File: src/rtl/encryption_scheduler_if.sv
// Bundles requester, response and core-facing signals of the encryption scheduler.
// The slave modport is the scheduler's view; master is the environment's view.
interface encryption_scheduler_if #(
  parameter int N = 3
);
  logic             req0_valid;
  logic             req0_ready;
  logic [3*N-1:0]   req0_p;
  logic             req1_valid;
  logic             req1_ready;
  logic [3*N-1:0]   req1_p;
  logic             rsp_valid;
  logic             rsp_ready;
  logic             rsp_id;
  logic [3*N-1:0]   rsp_c1;
  logic [3*N-1:0]   rsp_c2;
  logic             rsp_err;
  logic             core_reset;
  logic [3*N-1:0]   core_p;
  logic [3*N-1:0]   core_g;
  logic [3*N-1:0]   core_c1;
  logic [3*N-1:0]   core_c2;
  logic             core_done;

  modport slave (
    input  req0_valid, req0_p, req1_valid, req1_p, rsp_ready,
           core_c1, core_c2, core_done,
    output req0_ready, req1_ready, rsp_valid, rsp_id, rsp_c1, rsp_c2,
           rsp_err, core_reset, core_p, core_g
  );

  modport master (
    output req0_valid, req0_p, req1_valid, req1_p, rsp_ready,
           core_c1, core_c2, core_done,
    input  req0_ready, req1_ready, rsp_valid, rsp_id, rsp_c1, rsp_c2,
           rsp_err, core_reset, core_p, core_g
  );
endinterface

File: src/rtl/encryption_scheduler.sv
// Round-robin scheduler sharing one ElGamal Encryption core between two requesters.
// Defining ENC_TIMEOUT_EN adds a RUN-state timeout that aborts with rsp_err.
module encryption_scheduler #(
  parameter int           N       = 3,
  parameter logic [N-1:0] G_X     = 3'b110,
  parameter logic [N-1:0] G_Y     = 3'b001,
  parameter logic [N-1:0] G_Z     = 3'b001,
  parameter int           TIMEOUT = 64
) (
  input logic                   clk,
  input logic                   reset_n,
  encryption_scheduler_if.slave bus
);
  localparam int W = 3 * N;

  typedef enum logic [1:0] {IDLE, START, RUN, RESP} state_t;

  state_t       state;
  state_t       next_state;
  logic         ptr;
  logic         grant;
  logic         grant_valid;
  logic         expire;
  logic         id_q;
  logic [W-1:0] core_p_q;
  logic [W-1:0] c1_q;
  logic [W-1:0] c2_q;

  // Grant is only offered in IDLE; ptr breaks ties when both requesters are valid.
  always_comb begin
    grant       = ptr;
    grant_valid = 1'b0;
    if (state == IDLE) begin
      if (bus.req0_valid && bus.req1_valid) begin
        grant       = ptr;
        grant_valid = 1'b1;
      end else if (bus.req0_valid) begin
        grant       = 1'b0;
        grant_valid = 1'b1;
      end else if (bus.req1_valid) begin
        grant       = 1'b1;
        grant_valid = 1'b1;
      end
    end
  end

  always_ff @(posedge clk or negedge reset_n) begin
    if (!reset_n) state <= IDLE;
    else          state <= next_state;
  end

  always_comb begin
    next_state = state;
    unique case (state)
      IDLE:  if (grant_valid) next_state = START;
      START: next_state = RUN;
      RUN:   if (bus.core_done || expire) next_state = RESP;
      RESP:  if (bus.rsp_ready) next_state = IDLE;
      default: next_state = IDLE;
    endcase
  end

  // The core is held in reset while idle so it samples the new plaintext before RUN.
  always_comb begin
    bus.req0_ready = grant_valid && !grant;
    bus.req1_ready = grant_valid && grant;
    bus.core_reset = (state == IDLE) || (state == START);
    bus.rsp_valid  = (state == RESP);
  end

  always_ff @(posedge clk or negedge reset_n) begin
    if (!reset_n) begin
      ptr      <= 1'b0;
      id_q     <= 1'b0;
      core_p_q <= '0;
      c1_q     <= '0;
      c2_q     <= '0;
    end else begin
      if (grant_valid) begin
        core_p_q <= grant ? bus.req1_p : bus.req0_p;
        id_q     <= grant;
        ptr      <= ~grant;
      end
      if (state == RUN) begin
        if (bus.core_done) begin
          c1_q <= bus.core_c1;
          c2_q <= bus.core_c2;
        end else if (expire) begin
          c1_q <= '0;
          c2_q <= '0;
        end
      end
    end
  end

`ifdef ENC_TIMEOUT_EN
  localparam int TW = ($clog2(TIMEOUT + 1) > 8) ? $clog2(TIMEOUT + 1) : 8;

  logic [TW-1:0] timer;
  logic          err_q;

  // Timer restarts in START so it counts RUN cycles of the current job only.
  always_ff @(posedge clk or negedge reset_n) begin
    if (!reset_n)            timer <= '0;
    else if (state == START) timer <= '0;
    else if (state == RUN)   timer <= timer + 1'b1;
  end

  assign expire = (state == RUN) && (timer == TW'(TIMEOUT - 1));

  // A core_done arriving on the expiry cycle takes precedence over the abort.
  always_ff @(posedge clk or negedge reset_n) begin
    if (!reset_n) begin
      err_q <= 1'b0;
    end else if (state == RUN) begin
      if (bus.core_done)  err_q <= 1'b0;
      else if (expire)    err_q <= 1'b1;
    end
  end

  assign bus.rsp_err = err_q;
`else
  assign expire      = 1'b0;
  assign bus.rsp_err = 1'b0;

  if (TIMEOUT < 1) begin : g_timeout_unused
  end
`endif

  assign bus.core_p = core_p_q;
  assign bus.core_g = {G_X, G_Y, G_Z};
  assign bus.rsp_id = id_q;
  assign bus.rsp_c1 = c1_q;
  assign bus.rsp_c2 = c2_q;
endmodule

File: src/flat_wrapper.sv
// flat-port wrapper written by rule: the top's interface ports become plain ports
module encryption_scheduler_flat 
#(
  parameter int           N       = 3,
  parameter logic [N-1:0] G_X     = 3'b110,
  parameter logic [N-1:0] G_Y     = 3'b001,
  parameter logic [N-1:0] G_Z     = 3'b001,
  parameter int           TIMEOUT = 64
)
  (clk, reset_n, bus_req0_valid, bus_req0_p, bus_req1_valid, bus_req1_p, bus_rsp_ready, bus_core_c1, bus_core_c2, bus_core_done, bus_req0_ready, bus_req1_ready, bus_rsp_valid, bus_rsp_id, bus_rsp_c1, bus_rsp_c2, bus_rsp_err, bus_core_reset, bus_core_p, bus_core_g);
  encryption_scheduler_if #(.N(N)) bus_i ();
  input logic clk;
  input logic reset_n;
  input wire logic [$bits(bus_i.req0_valid)-1:0] bus_req0_valid;
  input wire logic [$bits(bus_i.req0_p)-1:0] bus_req0_p;
  input wire logic [$bits(bus_i.req1_valid)-1:0] bus_req1_valid;
  input wire logic [$bits(bus_i.req1_p)-1:0] bus_req1_p;
  input wire logic [$bits(bus_i.rsp_ready)-1:0] bus_rsp_ready;
  input wire logic [$bits(bus_i.core_c1)-1:0] bus_core_c1;
  input wire logic [$bits(bus_i.core_c2)-1:0] bus_core_c2;
  input wire logic [$bits(bus_i.core_done)-1:0] bus_core_done;
  output wire logic [$bits(bus_i.req0_ready)-1:0] bus_req0_ready;
  output wire logic [$bits(bus_i.req1_ready)-1:0] bus_req1_ready;
  output wire logic [$bits(bus_i.rsp_valid)-1:0] bus_rsp_valid;
  output wire logic [$bits(bus_i.rsp_id)-1:0] bus_rsp_id;
  output wire logic [$bits(bus_i.rsp_c1)-1:0] bus_rsp_c1;
  output wire logic [$bits(bus_i.rsp_c2)-1:0] bus_rsp_c2;
  output wire logic [$bits(bus_i.rsp_err)-1:0] bus_rsp_err;
  output wire logic [$bits(bus_i.core_reset)-1:0] bus_core_reset;
  output wire logic [$bits(bus_i.core_p)-1:0] bus_core_p;
  output wire logic [$bits(bus_i.core_g)-1:0] bus_core_g;
  assign bus_i.req0_valid = bus_req0_valid;
  assign bus_i.req0_p = bus_req0_p;
  assign bus_i.req1_valid = bus_req1_valid;
  assign bus_i.req1_p = bus_req1_p;
  assign bus_i.rsp_ready = bus_rsp_ready;
  assign bus_i.core_c1 = bus_core_c1;
  assign bus_i.core_c2 = bus_core_c2;
  assign bus_i.core_done = bus_core_done;
  assign bus_req0_ready = bus_i.req0_ready;
  assign bus_req1_ready = bus_i.req1_ready;
  assign bus_rsp_valid = bus_i.rsp_valid;
  assign bus_rsp_id = bus_i.rsp_id;
  assign bus_rsp_c1 = bus_i.rsp_c1;
  assign bus_rsp_c2 = bus_i.rsp_c2;
  assign bus_rsp_err = bus_i.rsp_err;
  assign bus_core_reset = bus_i.core_reset;
  assign bus_core_p = bus_i.core_p;
  assign bus_core_g = bus_i.core_g;
  encryption_scheduler #(.N(N), .G_X(G_X), .G_Y(G_Y), .G_Z(G_Z), .TIMEOUT(TIMEOUT)) u_core (.clk(clk), .reset_n(reset_n), .bus(bus_i));
endmodule
File: config.mk
export PLATFORM = sky130hd
export DESIGN_NAME = encryption_scheduler_flat
export DESIGN_NICKNAME = d
export VERILOG_FILES = /design/src/rtl/encryption_scheduler_if.sv /design/src/rtl/encryption_scheduler.sv /design/src/flat_wrapper.sv
export SDC_FILE = /design/constraint.sdc
export NUM_CORES = 1
export LEC_CHECK = 0
export ABC_AREA = 0
export CORE_AREA = 5 5 72 74
export DETAILED_ROUTE_END_ITERATION = 10
export DIE_AREA = 0 0 77 79
export GPL_TIMING_DRIVEN = 1
export PLACE_DENSITY = 0.75
export SYNTH_ARGS = -nofsm -noshare
export SYNTH_HDL_FRONTEND = slang
export SYNTH_SLANG_ARGS = --single-unit
export TNS_END_PERCENT = 20
File: constraint.sdc
create_clock -name clk -period 1.4 [get_ports clk]
set_input_delay 0.21 -clock clk [delete_from_list [all_inputs] [get_ports clk]]
set_output_delay 0.21 -clock clk [all_outputs]
set_load 0.005 [all_outputs]
Word level (Yosys, flattened, before mapping):

Cells that the tools add are included.

* register bits: 31
* input port bits: 42

* eq/ne operators: 6
* mux-type cells: 13
* bitwise gates (word level): 1
* reduce and logical (&&, ||, !) cells: 8

Operator list (number)
* 9-bit two-way mux: 1
* 1-bit two-way mux: 8
* 2-bit case mux with 4 select lines: 1
* 2-bit two-way mux: 3
* 2-bit == test (second input constant): 2
* 2-bit inequality test (second input constant): 2
* 1-bit logical AND: 3
* 3-bit AND reduction: 1
* 2-bit by 1-bit == test with 1-bit output (second input constant): 1
* 2-bit zero test: 1
* 2-bit by 1-bit inequality test with 1-bit output (second input constant): 1
* 2-bit AND reduction: 1
* 1-bit zero test: 1
* 1-bit logical OR: 1
* 1-bit NOT: 1

Depth between registers and ports, before layout:

* depth after elaboration: 6
* mapped depth: 6
* mapped depth without buffers: 5

Worst setup path before layout:

OpenSTA, ideal clock, no wires.

* kind: register -> register
* from: register u_core.state[0]
* to: register u_core.state[1]
* setup time: 0.127 ns
* arrival: 1.396 ns
* data required time: 1.273 ns
* path slack: -0.124 ns
* cell stages (with the launch flop): 5
* path buffers: 0
* cells stage by stage: dfrtp_1 > inv_1 > ha_1 > a222oi_1 > mux2_1

* word-level cells in the longest chain between the ends: 4
* elaborated cells between the ends (all ways): 10
* those cells by class: 6 x eq/ne; 2 x mux; 2 x reduce/logical

RTL lines
* from (decl): line encryption_scheduler.sv:18 `state_t state;`
* from (signal assigned): line encryption_scheduler.sv:49 `else state <= next_state;`
* 2-bit zero test: line encryption_scheduler.sv:33, encryption_scheduler.sv:54
* 1-bit two-way mux: line encryption_scheduler.sv:33 `if (state == IDLE) begin`
* 2-bit by 1-bit inequality test with 1-bit output (no line)
* 3-bit AND reduction (no line)

Several ways; a longest one is shown, not always the timed one.
A chain may end at the register's enable or synchronous reset.

Worst setup path in the final report:

* from: register u_core.state[0]
* to: register u_core.c1_q[4] (netlist: u_core.bus.rsp_c1[4])

* word-level cells in the longest chain between the ends: 2

RTL lines
* 2-bit == test: line encryption_scheduler.sv:84 `if (state == RUN) begin`
* 2-bit AND reduction (no line)
* to (signal assigned): line encryption_scheduler.sv:86 `c1_q <= bus.core_c1;`
* to (decl): line encryption_scheduler.sv:26 `logic [W-1:0] c1_q;`

No other way between the ends.

==> out/metrics.csv <==
metric;value;unit
clk_pin_slew;0.07;ns
clk_path_buf_depth;2;
clockPowerShare;0.137;
net-switching-power;1.46;mW
layout_worst_path_cycle_share;1.13;
die-width;77;um
grt_max_degree;32;
antenna_found_initial;0;
nets;247;
grt_pass1_wl;5780;um
avgSynthCellArea;12.9;um2
cp_slowest_stage_delay;0.39;ns
dr.pass1.iters;4;
intPower;3.67;mW
r2r_slack;-0.18;ns
worstReg2RegEnd;u_core.bus.rsp_c1[4];
seq_power_share;0.308;
synth_cells;108;
switching_share;0.285;
hold_buffers;0;
cts_buffers;5;
diodes;0;
register_area;776;um2
synth_seq_cells;31;
critPathKind;flip-flop to flip-flop;
cp_slowest_cell;dfrtp_1;
synthToLayoutAreaGrowth;83.3;%
skew;0.00481;ns
start_util;0.308;
cp_cell_sequence;inv_2, buf_6, ha_4, buf_4, nand2_8, clkbuf_16, mux2_2;
yosysTopAreaCellShare;0.556;
cp_max_fo;9;
hold_viol_final;0;
async_reset_ff_frac;1.00;
layout_commonest_cell;clkdlybuf4s50_1;
io_buffer_count;73;
final_cell_mix;65 x clkdlybuf4s50_1, 31 x dfrtp_1, 11 x mux2_2, 10 x conb_1;
cts_tree;done;
endpoint_kind;flip-flop;
vdd.ir_drop.worst;0.956;mV
worstHoldPathType;primary input to asynchronous set/reset pin;
max_cap_viol_count;0;
final_cells;254;
synth_area_leaders;dfrtp_1 56%, mux2_2 15%, a221o_1 6.5%;
routed_via_density;4.50;
cts-root-buf;clkbuf_8;
wl;3650;um
combPwrFrac;0.555;
synth_top_cell_by_area;dfrtp_1;
leakage;1.19;nW
syn_area;1400;um2
rows;25;
core_region_area;4540;um2
track_usage;0.119;
reg2regPathDepth;7;
synth_flop_cell;dfrtp_1;
htreeDepth;2;
cp.required;1.56;ns
die_area;6080;um2
synth_seq_area_share;0.556;
yosys_warnings;0;
antenna_left;0;
start_kind;flip-flop;
failed_checks;setup timing;
drt_iter0_drc;23;
r2r_start;u_core.state[0];
rsz0062_at_grt;yes;
vias;1144;
wl_per_cell;14.4;um
fillers;415;
slew_viol_final;0;
worst_slack;-0.184;ns
die_y;79;um
period_needed;1.58;ns
finalPower;5.13;mW
setup_viol;27;
fmax;631;MHz
dp_cells;242;
hpwl;2640;um
yosysUniqueCellTypes;19;
arrival;1.74;ns
grt_pass1_vias;1217;
gp_congestion;0.711;
overflow;0;
post-route-drc-count;0;
drive_above_1_share;0.315;
io_pins;84;
multiInputGateArea;649;um2
power_density;2010;nW/um2
clock_sinks;31;
worst_skew_pair.late_latency;0.28;ns
synth_edf_count;0;
status;complete, but fails checks;
[power by group through the flow]
stage	sequential (mW)	combinational (mW)	clock, mW
2_1_floorplan	1.62	0.939	0
4_1_cts	1.58	2.73	0.735
3_5_place_dp	1.58	2.41	0
6_report	1.58	2.85	0.701
5_1_grt	1.65	3.08	0.777
3_3_place_gp	1.57	2.37	0
[kinds of logic (layout without fill, tap and decap cells)]
family                     count (synthesis)  count (layout)  synth area share
DFF                                       31              31             0.556
muxes                                     20              20             0.161
buffers and inverters                     20             104            0.0834
AOI/OAI and AO/OA                         15              15            0.0897
and+or+nand+nor                           15              15            0.0601
adders and majority gates                  5               5            0.0448
other                                      2              10           0.00538
[metal layers]
layer | routed length, um | global-route usage | vias to the layer above
met5 | 0 | 0 | -
met4 | 36 | 0.0309 | 0
met3 | 380 | 0.0556 | 5
met2 | 1760 | 0.194 | 59
met1 | 1480 | 0.143 | 541
li1 | - | - | 539
[how the worst max path moves through the flow]
stage	slack, ns	start	to	cells after the start
2_1_floorplan	-0.1	u_core.state[1]	u_core.state[1]	3
3_3_place_gp	-0.31	bus_req1_valid	bus_req1_ready	4
3_5_place_dp	-0.31	bus_req0_valid	bus_req0_ready	4
4_1_cts	-0.17	u_core.state[0]	u_core.state[1]	5
5_1_grt	-0.24	u_core.state[0]	u_core.state[1]	5
6_report	-0.18	u_core.state[0]	u_core.bus.rsp_c1[4]	7
[flip-flops by register name, indices dropped and copies added, names as in the netlist]
signal             count
u_core.bus.core_p      9
u_core.bus.rsp_c1      9
u_core.bus.rsp_c2      9
u_core.bus.rsp_id      1
u_core.ptr             1
u_core.state           2
[final cells by class]
type                            count  share of cell area
Clock buffer                        6              0.0323
Clock inverter                      1             0.00196
Inverter                            6             0.00881
Multi-Input combinational cell     65               0.254
Sequential cell                    31               0.303
Tap cell                           54              0.0264
Timing Repair Buffer               91               0.373
[synth_stat cells, types with 2 or more instances]
master / instances
dfrtp_1: 31
mux2_2: 18
buf_4: 10
a221o_1: 9
and2_1: 9
inv_1: 6
ha_1: 5
a21oi_1: 4
buf_2: 3
conb_1: 2
nand2_1: 2
nor2_1: 2
[critical path, delay by kind of cell (launching register included)]
kind / cells / cell delay (ns)
adder cells (fa/ha/maj): 1 / 0.15
multiplexers: 1 / 0.33
buffers and inverters: 4 / 0.50
AND/OR/NAND/NOR: 1 / 0.09
flip-flops: 1 / 0.39
[through the flow]
stage          setup WS [ns]  TNS [ns]  cell area [um2]  utilization  hold WS, ns
2_1_floorplan        -0.0963    -0.760             1450            -      -0.0856
3_3_place_gp          -0.313     -5.38             2270        0.500        0.485
5_1_grt               -0.242     -5.03             2560        0.564        0.308
3_5_place_dp          -0.314     -6.01             2270        0.500        0.492
4_1_cts               -0.167     -3.32             2470        0.545        0.295
6_report              -0.184     -3.30             2560        0.564        0.297
[what timing repair did]
| item | 4_1_cts | 5_1_grt |
|---|---|---|
| setup buffers | 3 | 0 |
| cloned | 0 | 2 |
| pin swaps | 4 | 3 |
| setup endpoints to repair | 33 | 36 |
| gates resized for setup | 43 | 10 |
Note: power is estimated with default switching activity, not from simulation.
